==> config.mk <==
export PLATFORM = sky130hd
export DESIGN_NAME = gpio_chain_loader
export DESIGN_NICKNAME = d
export VERILOG_FILES = /design/src/rtl/gpio_chain_pkg.sv /design/src/rtl/gpio_chain_loader.sv
export SDC_FILE = /design/constraint.sdc
export NUM_CORES = 1
export LEC_CHECK = 0
export BUFFER_PORTS_ARGS = -buffer_cell sky130_fd_sc_hd__clkbuf_2
export CAP_MARGIN = 0
export CORE_MARGIN = 2
export CORE_UTILIZATION = 55
export CTS_BUF_LIST = sky130_fd_sc_hd__clkbuf_4 sky130_fd_sc_hd__clkbuf_8
export DETAILED_ROUTE_END_ITERATION = 6
export GPL_TIMING_DRIVEN = 0
export PLACE_DENSITY = 0.78
export SYNTH_ARGS = -nofsm -noshare
export SYNTH_HDL_FRONTEND = slang
export SYNTH_SLANG_ARGS = --single-unit
==> constraint.sdc <==
create_clock -name serial_clock -period 2.9 [get_ports serial_clock]
set_clock_uncertainty 0.2 [all_clocks]
set_input_delay 0.58 -clock serial_clock [delete_from_list [all_inputs] [get_ports serial_clock]]
set_output_delay 0.58 -clock serial_clock [all_outputs]
set_load 0.03 [all_outputs]
==> src/rtl/gpio_chain_pkg.sv <==
`default_nettype none
// +--------------------------------------------------------------------------+
// | Package     : gpio_chain_pkg                                             |
// | Description : Shared definitions for the GPIO serial configuration       |
// |               chain loader: loader state encoding and the default        |
// |               number of configuration bits held by each GPIO block.      |
// | Contents    : c_PAD_CTRL_BITS_DEFAULT - default bits per GPIO block      |
// |               state_t                 - loader sequencing states         |
// | Revision    : 1.0 - initial release                                      |
// +--------------------------------------------------------------------------+
package gpio_chain_pkg;

  // Bits of pad configuration carried by one GPIO control block.
  localparam int c_PAD_CTRL_BITS_DEFAULT = 13;

  // Loader sequencing. SHIFT_LO/SHIFT_HI form the two halves of one
  // chain_clock period; everything else is one-shot bookkeeping.
  typedef enum logic [2:0] {
    IDLE     = 3'd0,
    FETCH    = 3'd1,
    CAPTURE  = 3'd2,
    SHIFT_LO = 3'd3,
    SHIFT_HI = 3'd4,
    LOAD     = 3'd5,
    DONE     = 3'd6
  } state_t;

endpackage : gpio_chain_pkg
`default_nettype wire

==> src/rtl/gpio_chain_loader.sv <==
`default_nettype none
// +--------------------------------------------------------------------------+
// | Module      : gpio_chain_loader                                          |
// | Description : Reloads a serial chain of NUM_IO GPIO control blocks.      |
// |               For every block, highest index first, the configuration    |
// |               word is read from an external word store, then shifted     |
// |               out MSB first with a bit-banged chain clock. After the     |
// |               last word a two-cycle load strobe transfers the shifted    |
// |               contents into the blocks' active registers.                |
// | Ports       : serial_clock - clock, rising edge                          |
// |               resetn       - asynchronous active-low reset               |
// |               start        - single-cycle reload request (IDLE only)     |
// |               busy         - high while a reload is in progress          |
// |               done         - one-cycle pulse after the load strobe       |
// |               cfg_rd_en    - one-cycle read strobe to the word store     |
// |               cfg_rd_idx   - GPIO index being read                       |
// |               cfg_rd_word  - word store data, valid one cycle after      |
// |                              cfg_rd_en                                   |
// |               chain_clock  - shift clock to the chain                    |
// |               chain_data   - serial data to the first chain block        |
// |               chain_load   - load strobe to the chain                    |
// | Revision    : 1.0 - initial release                                      |
// +--------------------------------------------------------------------------+
module gpio_chain_loader
  import gpio_chain_pkg::*;
#(
  parameter int NUM_IO        = 19,
  parameter int PAD_CTRL_BITS = c_PAD_CTRL_BITS_DEFAULT,
  localparam int IDX_W        = (NUM_IO > 1) ? $clog2(NUM_IO) : 1
) (
  input  logic                     serial_clock,
  input  logic                     resetn,
  input  logic                     start,
  output logic                     busy,
  output logic                     done,
  output logic                     cfg_rd_en,
  output logic [IDX_W-1:0]         cfg_rd_idx,
  input  logic [PAD_CTRL_BITS-1:0] cfg_rd_word,
  output logic                     chain_clock,
  output logic                     chain_data,
  output logic                     chain_load
);

  localparam int                 c_BIT_W    = (PAD_CTRL_BITS > 1) ? $clog2(PAD_CTRL_BITS) : 1;
  localparam logic [IDX_W-1:0]   c_LAST_IDX = IDX_W'(NUM_IO - 1);
  localparam logic [c_BIT_W-1:0] c_MSB_BIT  = c_BIT_W'(PAD_CTRL_BITS - 1);

  state_t                   r_state;
  logic [PAD_CTRL_BITS-1:0] r_hold;      // word currently being shifted out
  logic [c_BIT_W-1:0]       r_bit_cnt;   // bit position now on chain_data
  logic                     r_load_cnt;  // second cycle of the load strobe

  logic [c_BIT_W-1:0]       w_bit_next;

  assign w_bit_next = r_bit_cnt - 1'b1;

  // Every output is a flop set on the transition INTO the state that owns
  // it, so outputs line up with the state and never glitch. cfg_rd_idx
  // doubles as the index counter: it already holds the current index.
  always_ff @(posedge serial_clock or negedge resetn) begin
    if (!resetn) begin
      r_state     <= IDLE;
      r_hold      <= '0;
      r_bit_cnt   <= '0;
      r_load_cnt  <= 1'b0;
      busy        <= 1'b0;
      done        <= 1'b0;
      cfg_rd_en   <= 1'b0;
      cfg_rd_idx  <= '0;
      chain_clock <= 1'b0;
      chain_data  <= 1'b0;
      chain_load  <= 1'b0;
    end else begin
      case (r_state)
        IDLE: begin
          if (start) begin
            r_state    <= FETCH;
            busy       <= 1'b1;
            cfg_rd_en  <= 1'b1;
            cfg_rd_idx <= c_LAST_IDX;
          end
        end

        FETCH: begin
          // Word store answers during CAPTURE.
          r_state   <= CAPTURE;
          cfg_rd_en <= 1'b0;
        end

        CAPTURE: begin
          // The MSB goes straight to chain_data so the first SHIFT_LO
          // already presents it.
          r_state     <= SHIFT_LO;
          r_hold      <= cfg_rd_word;
          r_bit_cnt   <= c_MSB_BIT;
          chain_clock <= 1'b0;
          chain_data  <= cfg_rd_word[PAD_CTRL_BITS-1];
        end

        SHIFT_LO: begin
          // Rising chain_clock; chain_data is held from SHIFT_LO.
          r_state     <= SHIFT_HI;
          chain_clock <= 1'b1;
        end

        SHIFT_HI: begin
          chain_clock <= 1'b0;
          if (r_bit_cnt != '0) begin
            r_state    <= SHIFT_LO;
            r_bit_cnt  <= w_bit_next;
            chain_data <= r_hold[w_bit_next];
          end else begin
            chain_data <= 1'b0;
            if (cfg_rd_idx == '0) begin
              r_state    <= LOAD;
              r_load_cnt <= 1'b0;
              chain_load <= 1'b1;
            end else begin
              r_state    <= FETCH;
              cfg_rd_idx <= cfg_rd_idx - 1'b1;
              cfg_rd_en  <= 1'b1;
            end
          end
        end

        LOAD: begin
          if (r_load_cnt) begin
            r_state    <= DONE;
            r_load_cnt <= 1'b0;
            chain_load <= 1'b0;
            done       <= 1'b1;
          end else begin
            r_load_cnt <= 1'b1;
          end
        end

        DONE: begin
          r_state <= IDLE;
          done    <= 1'b0;
          busy    <= 1'b0;
        end

        default: begin
          r_state     <= IDLE;
          busy        <= 1'b0;
          done        <= 1'b0;
          cfg_rd_en   <= 1'b0;
          chain_clock <= 1'b0;
          chain_data  <= 1'b0;
          chain_load  <= 1'b0;
        end
      endcase
    end
  end

endmodule : gpio_chain_loader
`default_nettype wire

==> Word level (Yosys, flattened, before mapping) <==
Index checks and enable logic that the tools add are counted.
{ "word_totals": {"reg_bits": 32, "out_inout_bits": 11, "wordCells": 81} }
{ "op_classes": {"addsub": 2, "order_cmp": 1, "n_eq_ne": 12, "n_mux": 31, "n_bitwise": 4, "n_reduce_logical": 20} }
{ "op_table": {"columns": ["cell", "count"], "rows": [
  ["OR reduction 5 bit", 4],
  ["case mux 3 bit (6 select lines)", 1],
  ["two-way mux 5 bit", 3],
  ["two-way mux 1 bit", 12],
  ["two-way mux 3 bit", 4],
  ["inequality test 2 bit, second input constant", 6],
  ["AND reduction 4 bit", 3],
  ["case mux 5 bit (2 select lines)", 1],
  ["equality test 3 bit, second input constant", 3],
  ["case mux 1 bit (3 select lines)", 3],
  ["case mux 1 bit (2 select lines)", 4],
  ["case mux 4 bit (2 select lines)", 1],
  ["AND reduction 2 bit", 4],
  ["OR reduction 4 bit", 2],
  ["equality test 3 x 2 -> 1 bit, second input constant", 2],
  ["nonzero test 2 bit", 3],
  ["zero test 5 bit", 1],
  ["less-than comparator 4 x 5 -> 1 bit, second input constant", 1],
  ["subtractor 5 x 1 -> 5 bit, second input constant", 1],
  ["binary-select mux 1 bit (select 4 bit)", 1],
  ["two-way mux 4 bit", 1],
  ["inverter 1 bit", 4],
  ["nonzero test 4 bit", 1],
  ["subtractor 4 x 1 -> 4 bit, second input constant", 1],
  ["3 further kinds", 3]
]} }

==> Logic depth before layout (Yosys ltp) <==
Gate-level depths: netlist of run 1.
{ "depth": {"depth_word": 5, "mapped_depth": 8, "depth_no_buf": 7} }

==> Least setup slack after synthesis of run 1 <==
No wires, ideal clock.
{ "synth_path": {"path_type": "register to register", "start": "reg r_bit_cnt[0]", "end": "reg chain_data", "arrival_time_ns": 1.714, "setup_slack_ns": 0.849, "stages_incl_launch_ff": 9, "period_less_slack_ns": 2.051, "cell_sequence": "dfrtp_1 > bufinv_8 > ha_1 > buf_4 > and2b_1 > a2111oi_1 > a31oi_1 > nand4_1 > a311oi_2"} }
{ "synth_via": {"elab_chain_cells": 5, "elab_cells_between_ends": 6, "cone_classes": "add/sub: 1; mux: 4; reduce/logical: 1"} }
{ "synth_lines": {"columns": ["item", "line", "text"], "rows": [
  ["start: declaration", "gpio_chain_loader.sv:50", "logic [c_BIT_W-1:0] r_bit_cnt;"],
  ["start signal: assignment", "gpio_chain_loader.sv:95", "r_bit_cnt <= c_MSB_BIT;"],
  ["start signal: assignment", "gpio_chain_loader.sv:110", "r_bit_cnt <= w_bit_next;"],
  ["subtractor 4 x 1 -> 4 bit", "gpio_chain_loader.sv:55", "assign w_bit_next = r_bit_cnt - 1'b1;"],
  ["binary-select mux 1 bit (select 4 bit)", "gpio_chain_loader.sv:111", "chain_data <= r_hold[w_bit_next];"],
  ["two-way mux 1 bit (not written as such)", "gpio_chain_loader.sv:111", null],
  ["two-way mux 1 bit *", "gpio_chain_loader.sv:108", "if (r_bit_cnt != '0) begin"],
  ["case mux 1 bit (3 select lines) *", "gpio_chain_loader.sv:74", "case (r_state)"],
  ["end signal: assignment", "gpio_chain_loader.sv:97", "chain_data <= cfg_rd_word[PAD_CTRL_BITS-1];"],
  ["end signal: assignment", "gpio_chain_loader.sv:111", null],
  ["end: declaration", "gpio_chain_loader.sv:40", "output logic chain_data,"]
]} }
Every way passes the cells marked *; elsewhere a longest branch is shown, timed or not. The select of a mux whose other input is x is not followed.
A chain may end at the register's enable or synchronous reset.

==> Worst setup path after layout of run 1 <==
Same ends and word-level chain as after synthesis.

==> impl_metrics.env, run 1 <==
export IMPL_status="finished, final reports clean"
export IMPL_clock_sinks=32
export IMPL_post_cts_buffers=0
export IMPL_seqPwrFrac_pct=58.3
export IMPL_gr_total_overflow=0
export IMPL_synth_compound_area_share_pct=13.2
export IMPL_worst_pin_slew_ns=0.780
export IMPL_wl_per_cell_um=14.5
export IMPL_wl_met3_um=156
export IMPL_netlist_area_um2=1710
export IMPL_p_leak_nw=0.939
export IMPL_design_area_um2=1950
export IMPL_vias=1350
export IMPL_fin_tns_setup_ns=0
export IMPL_intPower_mw=0.614
export IMPL_path_max_fanout=9
export IMPL_drt_iter0_drc=42
export IMPL_p_clk_share_pct=36.5
export IMPL_drive_above_1_share_pct=25.8
export IMPL_min_path_type="in -> async"
export IMPL_grt_pass1_wl_um=6050
export IMPL_synthMuxAreaShare_pct=13.3
export IMPL_power_mw=0.794
export IMPL_grt_pass1_vias=1384
export IMPL_synth_largest_area_cell="dfrtp_1"
export IMPL_clkTransAtPathRegs_ns=0.10
export IMPL_die_h_um=59.8
export IMPL_synthTopCellsByArea="dfrtp_1 (47%), mux2_1 (8.6%), mux2i_1 (4.1%)"
export IMPL_timing_final_crit_share_pct=78.6
export IMPL_synth_top_cell_area_share_pct=46.8
export IMPL_finalNetCount=215
export IMPL_synth_seq_area_share_pct=46.8
export IMPL_rsz0062_at_grt="false"
export IMPL_initial_utilization_pct=57.0
export IMPL_syn_avg_cell_area_um2=10.4
export IMPL_ys_async_sr_fraction_pct=100
export IMPL_routabilityCongestion=0.838
export IMPL_area_delta_synth_final_pct=13.9
export IMPL_critPathLaunch="r_bit_cnt[0]$_DFFE_PN0P_"
export IMPL_rows=20
export IMPL_synthTopCellsByCount="dfrtp_1 (32), nor2_1 (18), mux2_1 (13), nand2_1 (12)"
export IMPL_yosys_most_used_dff="dfrtp_1"
export IMPL_portBuffers=26
export IMPL_dr_wl_met2_um=1690
export IMPL_power_frac_comb_pct=5.2
export IMPL_antenna_cells=0
export IMPL_start_kind="flop"
export IMPL_synth_most_common_cell="dfrtp_1"
export IMPL_yosys_area_share_simple_pct=17.3
export IMPL_p_sw_mw=0.181
export IMPL_wl_met1_um=1410
export IMPL_synthCells=164
export IMPL_hold_viol_final=0
export IMPL_setup_worst_path_end_class="flop"
export IMPL_synth_adder_area_share_pct=1.46
export IMPL_finalMaxSlewViolations=0
export IMPL_via_per_inst=5.84
export IMPL_r2r_start="r_bit_cnt[0]$_DFFE_PN0P_"
export IMPL_syn_nets=182
export IMPL_cts_tree="done"
export IMPL_crit_arrival_ns=2.29
export IMPL_post_route_min_period_ns=2.28
export IMPL_cts_resized=0
export IMPL_cts_root_buffer="clkbuf_4"
export IMPL_grt_max_degree=33
export IMPL_synth_edf_count=0
export IMPL_antenna_found_initial=0
export IMPL_drt_pass1_iter_count=4
export IMPL_synth_warnings=0
export IMPL_synth_top_family_by_area="simple AND/OR/NAND/NOR gates"
export IMPL_core_um2=3000
export IMPL_cts_hold_buf=0
export IMPL_cts_buffers=5
export IMPL_critPathKind="reg -> reg"
export IMPL_clkLatencyLatePin_ns=0.34
export IMPL_p_per_area_nw_per_um2=408
export IMPL_detail_route_antenna_nets=0
export IMPL_place_inst=223
export IMPL_synth_xor_xnor_area_share_pct=3.00
export IMPL_top_layer_used="met4"
export IMPL_synth_seq_cells=32
export IMPL_holdWs_ns=0.0953
export IMPL_track_usage_pct=23.2
export IMPL_maxCapViolCount=0
export IMPL_fmax_ghz=0.439
export IMPL_r2r_slack_ns=0.62
export IMPL_relSlewSlack_pct=48.0
export IMPL_worstPathRequired_ns=2.91
export IMPL_clockBufferDepth=2
export IMPL_setup_viol=0
export IMPL_placed_area_um2=1880
export IMPL_switching_share_pct=22.8
export IMPL_die_area_um2=3570
export IMPL_h_tree_depth=2
export IMPL_dp_hpwl_um=2460
export IMPL_ios=27
export IMPL_instances_no_fill=231
export IMPL_wirelength_um=3350
export IMPL_die_w_um=59.8
export IMPL_drc=0
export IMPL_synth_cell_types=48
export IMPL_peakVddDrop_uv=281
## cell families (layout without fill, tap and decap cells)
logic type | after synthesis | in the layout
fa+ha+maj | 2 | 2
simple gates | 55 | 55
flops | 32 | 32
mux | 21 | 21
compound gates | 35 | 35
buf+inv | 14 | 48
xor+xnor | 5 | 5
## cells in the final DEF, fill, tap and decap left out, drive strengths merged, types with 2 or more instances in the layout
| cell type | count |
|---|---|
| nand3 | 3 |
| dfrtp | 32 |
| mux2 | 14 |
| buf | 7 |
| nand2b | 2 |
| inv | 5 |
| a31oi | 6 |
| xor2 | 3 |
| nor2 | 18 |
| o21ai | 10 |
| xnor2 | 2 |
| a21oi | 7 |
| nor3 | 8 |
| clkbuf | 35 |
| nand2 | 14 |
| a21o | 2 |
| nor3b | 2 |
| ha | 2 |
| mux2i | 7 |
## per-layer routing
layer | up-vias | global-route usage [%]
met1 | 652 | 26.4
met3 | 10 | 6.93
met5 | - | 0
met4 | 0 | 13.0
li1 | 651 | -
met2 | 37 | 38.7
## final timing paths
| check | cells after the start | end |
|---|---|---|
| setup / recovery | 8 | chain_data$_DFFE_PN0N_ |
| hold / removal | 1 | cfg_rd_en$_DFFE_PN0P_ |
| setup reg to reg | 8 | chain_data$_DFFE_PN0N_ |
| hold reg to reg | 1 | r_hold[7]$_DFFE_PN0P_ |
| max in group asynchronous | 1 | busy$_DFFE_PN0P_ |
| min in group serial_clock | 2 | r_hold[4]$_DFFE_PN0P_ |
## cell type report
cell class	count	area, um^2
Fill cell	264	1050
Multi-Input combinational cell	118	826
Sequential cell	32	801
Timing Repair Buffer	26	130
Clock buffer	8	66.3
Buffer	8	47.5
Tap cell	33	41.3
Inverter	6	36.3
## critical path: stages, from the launching register on
cell	delay (ns)
dfrtp_1	0.44
bufinv_8	0.22
ha_1	0.27
buf_4	0.17
and2b_1	0.19
a2111oi_1	0.33
a31oi_1	0.07
nand4_1	0.14
a311oi_2	0.11
## stage by stage
stage               setup slack, ns  util, %
global route                  0.508     64.9
floorplan                     0.849        -
detailed placement            0.650     62.7
CTS                           0.620     64.9
global placement              0.697     62.7
finish                        0.622     64.9
## power groups by stage
stage / registers (mW) / logic [mW] / clock network (mW)
after detailed placement: 0.472 / 0.0430 / 0
final: 0.463 / 0.0414 / 0.290
after global routing: 0.465 / 0.0473 / 0.313
after global placement: 0.471 / 0.0409 / 0
after CTS: 0.463 / 0.0431 / 0.301
after floorplan: 0.475 / 0.0146 / 0
## registers in the layout, indices dropped and copies added, names as in the netlist
name         cells
r_load_cnt       1
done             1
r_hold          13
chain_load       1
chain_clock      1
chain_data       1
cfg_rd_idx       5
r_state          3
busy             1
cfg_rd_en        1
r_bit_cnt        4
(Power assumes the default switching activity.)
==> run 2, diff against run 1 <==
--- a/config.mk
+++ b/config.mk
@@ -5,6 +5,7 @@
 export SDC_FILE = /design/constraint.sdc
 export NUM_CORES = 1
 export LEC_CHECK = 0
+export ABC_AREA = 1
 export BUFFER_PORTS_ARGS = -buffer_cell sky130_fd_sc_hd__clkbuf_2
 export CAP_MARGIN = 0
 export CORE_MARGIN = 2
==> constraint.sdc (replaced) <==
create_clock -name serial_clock -period 2.16 [get_ports serial_clock]
set_clock_uncertainty 0.2 [all_clocks]
set_input_delay 0.432 -clock serial_clock [delete_from_list [all_inputs] [get_ports serial_clock]]
set_output_delay 0.432 -clock serial_clock [all_outputs]
set_load 0.03 [all_outputs]
==> run 2 against run 1 <==
  * Final cell count rose by 18%
  * Setup slack got worse by 0.45 ns
  * Worst hold slack lost 0.015 ns
  * Core utilization is 2.8 points higher
  * Cell area is 2.6% lower
  * Combinational power grew to 36 times the previous value
  * Register-to-register slack got worse by 0.45 ns
  * Clock power up 24%
  * Sequential share of layout area up 1.1 points
  * Synthesized area is 3.5% lower
  * Flip-flop and latch count stayed put
==> impl_metrics.env, run 2 <==
export IMPL_status="finished, final reports clean"
export IMPL_p_per_area_nw_per_um2=1530
export IMPL_synth_edf_count=0
export IMPL_largest_register="r_hold"
export IMPL_synthTopCellsByCount="nand2_1 (77), dfrtp_1 (32), nand3_1 (18), inv_1 (15), nor2_1 (14)"
export IMPL_wl_per_cell_um=11.7
export IMPL_ys_async_sr_fraction_pct=100
export IMPL_setup_worst_path_end_class="flop"
export IMPL_yosys_most_used_dff="dfrtp_1"
export IMPL_post_route_min_period_ns=1.99
export IMPL_path_max_fanout=10
export IMPL_gr_total_overflow=0
export IMPL_timing_final_crit_share_pct=92.1
export IMPL_synth_top_family_by_area="simple AND/OR/NAND/NOR gates"
export IMPL_synth_seq_area_share_pct=48.5
export IMPL_vias=1418
export IMPL_synthTopCellsByArea="dfrtp_1 (49%), nand2_1 (18%), nand3_1 (5.5%)"
export IMPL_min_path_type="in -> reg"
export IMPL_synth_most_common_cell="nand2_1"
export IMPL_clockBufferDepth=2
export IMPL_rsz0062_at_grt="false"
export IMPL_synth_xor_xnor_area_share_pct=0.531
export IMPL_syn_nets=225
export IMPL_final_cell_mix="nand2_1 (77), dfrtp_1 (32), clkbuf_2 (26)"
export IMPL_portBuffers=26
export IMPL_synth_top_cell_area_share_pct=48.5
export IMPL_fill_cells=251
export IMPL_synth_seq_cells=32
export IMPL_synth_adder_area_share_pct=1.52
export IMPL_regArea_um2=801
export IMPL_cts_tree="done"
export IMPL_clkLatencyLatePin_ns=0.34
export IMPL_synthMuxAreaShare_pct=0
export IMPL_syn_avg_cell_area_um2=7.97
export IMPL_fin_tns_setup_ns=0
export IMPL_fmax_ghz=0.503
export IMPL_largest_reg_flops=13
export IMPL_synth_largest_area_cell="dfrtp_1"
export IMPL_finalMaxSlewViolations=0
export IMPL_largestRegisters="r_hold x13, cfg_rd_idx x5, r_bit_cnt x4"
export IMPL_die_area_um2=3450
export IMPL_die_h_um=58.8
export IMPL_holdWs_ns=0.0802
export IMPL_relSlewSlack_pct=48.7
export IMPL_track_usage_pct=22.0
export IMPL_clkTransAtPathRegs_ns=0.11
export IMPL_drt_pass1_iter_count=4
export IMPL_synth_compound_area_share_pct=7.43
export IMPL_grt_pass1_wl_um=5690
export IMPL_core_um2=2810
export IMPL_detail_route_antenna_nets=0
export IMPL_antenna_found_initial=0
export IMPL_ios=27
export IMPL_dp_hpwl_um=2270
export IMPL_finalNetCount=259
export IMPL_drt_iter0_drc=45
export IMPL_hold_viol_final=0
export IMPL_clock_sinks=32
export IMPL_wirelength_um=3210
export IMPL_start_kind="flop"
export IMPL_via_per_inst=5.19
export IMPL_grt_pass1_vias=1358
export IMPL_maxCapViolCount=0
export IMPL_cts_buffers=5
export IMPL_die_w_um=58.8
export IMPL_crit_arrival_ns=2.02
export IMPL_drive_above_1_share_pct=24.0
export IMPL_yosys_area_share_simple_pct=35.7
export IMPL_area_delta_synth_final_pct=15.0
export IMPL_final_common_cell="nand2_1"
export IMPL_routabilityCongestion=0.838
export IMPL_setup_viol=0
export IMPL_synth_cell_types=27
export IMPL_multi_input_area_um2=753
export IMPL_netlist_area_um2=1650
export IMPL_synthCells=207
export IMPL_h_tree_depth=2
export IMPL_worstPathRequired_ns=2.19
export IMPL_p_leak_nw=1.01
export IMPL_worst_pin_slew_ns=0.770
export IMPL_antenna_cells=0
export IMPL_cts_root_buffer="clkbuf_4"
export IMPL_peakVddDrop_uv=786
export IMPL_drc=0
export IMPL_rows=19
export IMPL_critPathKind="reg -> reg"
export IMPL_initial_utilization_pct=58.8
export IMPL_synth_warnings=0
export IMPL_grt_max_degree=33
run 2: cell types whose count changed after synthesis, moves of 5 or more:
cell	previous run	this run
o21ai_0	3	11
a31oi_1	6	0
nand2_1	12	77
o21ai_1	7	2
nor3_1	7	2
inv_1	4	15
mux2i_1	7	0
mux2_1	13	0
nand3_1	3	18
buf_2	5	0
run 2: critical path: stages (launching register included):
cell and delay, ns:
dfrtp_1 0.37, buf_4 0.16, clkinv_1 0.16, ha_2 0.20, inv_1 0.05, nor3_2 0.18
nor2_4 0.10, nor2_2 0.24, nand2_1 0.10, nand2_1 0.07, inv_1 0.03
run 2: kinds of logic after synthesis:
| kind of cell | Yosys count |
|---|---|
| buf+inv | 23 |
| fa+ha+maj | 2 |
| xor+xnor | 1 |
| simple gates | 128 |
| compound gates | 21 |
| flops | 32 |
run 2: through the flow:
| step | instance area, um^2 | cells | setup WS [ns] | utilization (%) | power, mW |
|---|---|---|---|---|---|
| global placement | 1820 | 264 | 0.119 | 64.9 | 2.49 |
| finish | 1900 | 273 | 0.170 | 67.7 | 2.90 |
| global route | 1900 | 273 | 0.0155 | 67.7 | 3.19 |
| CTS | 1890 | 273 | 0.0607 | 67.4 | 2.90 |
| floorplan | 1650 | 207 | 0.296 | - | 2.19 |
| detailed placement | 1820 | 264 | 0.0911 | 64.9 | 2.53 |
run 2: power by group:
part           internal [mW]  switching [mW]  leakage (nW)
Combinational          0.524           0.990         0.580
Clock                  0.155           0.206        0.0380
Sequential             0.856           0.166         0.391
run 2: final timing paths:
path,start,endpoint,slack (ns),cells past startpoint
max,r_bit_cnt[0]$_DFFE_PN0P_,r_state[1]$_DFFE_PN0P_,0.17,10
min,cfg_rd_word[5],r_hold[5]$_DFFE_PN0P_,0.08,3
max reg2reg,r_bit_cnt[0]$_DFFE_PN0P_,r_state[1]$_DFFE_PN0P_,0.17,10
min reg2reg,busy$_DFFE_PN0P_,busy$_DFFE_PN0P_,0.29,2
max in group asynchronous,resetn,r_load_cnt$_DFFE_PN0P_,0.76,2
min in group asynchronous,resetn,cfg_rd_idx[0]$_DFFE_PN0P_,0.50,2
run 2: final cells by class:
cell class | instances | share of cell area (%)
Sequential cell | 32 | 42.2
Multi-Input combinational cell | 152 | 39.7
Timing Repair Buffer | 27 | 7.38
Inverter | 20 | 4.09
Clock buffer | 6 | 2.70
Tap cell | 31 | 2.04
Buffer | 3 | 1.38
Clock inverter | 2 | 0.527
run 2: metal layers:
layer	GRT usage, %	wire (um)	up-vias
met5	0	0	-
met4	12.0	47	0
met3	4.62	168	5
met2	33.3	1430	35
met1	29.5	1560	651
li1	-	-	727
run 2: repair_timing:
item	4_1_cts	5_1_grt
hold endpoints to repair	32	0
endpoints found under the setup margin	0	11
hold buffers	1	0
buffers inserted	0	0
gates resized for setup	0	2
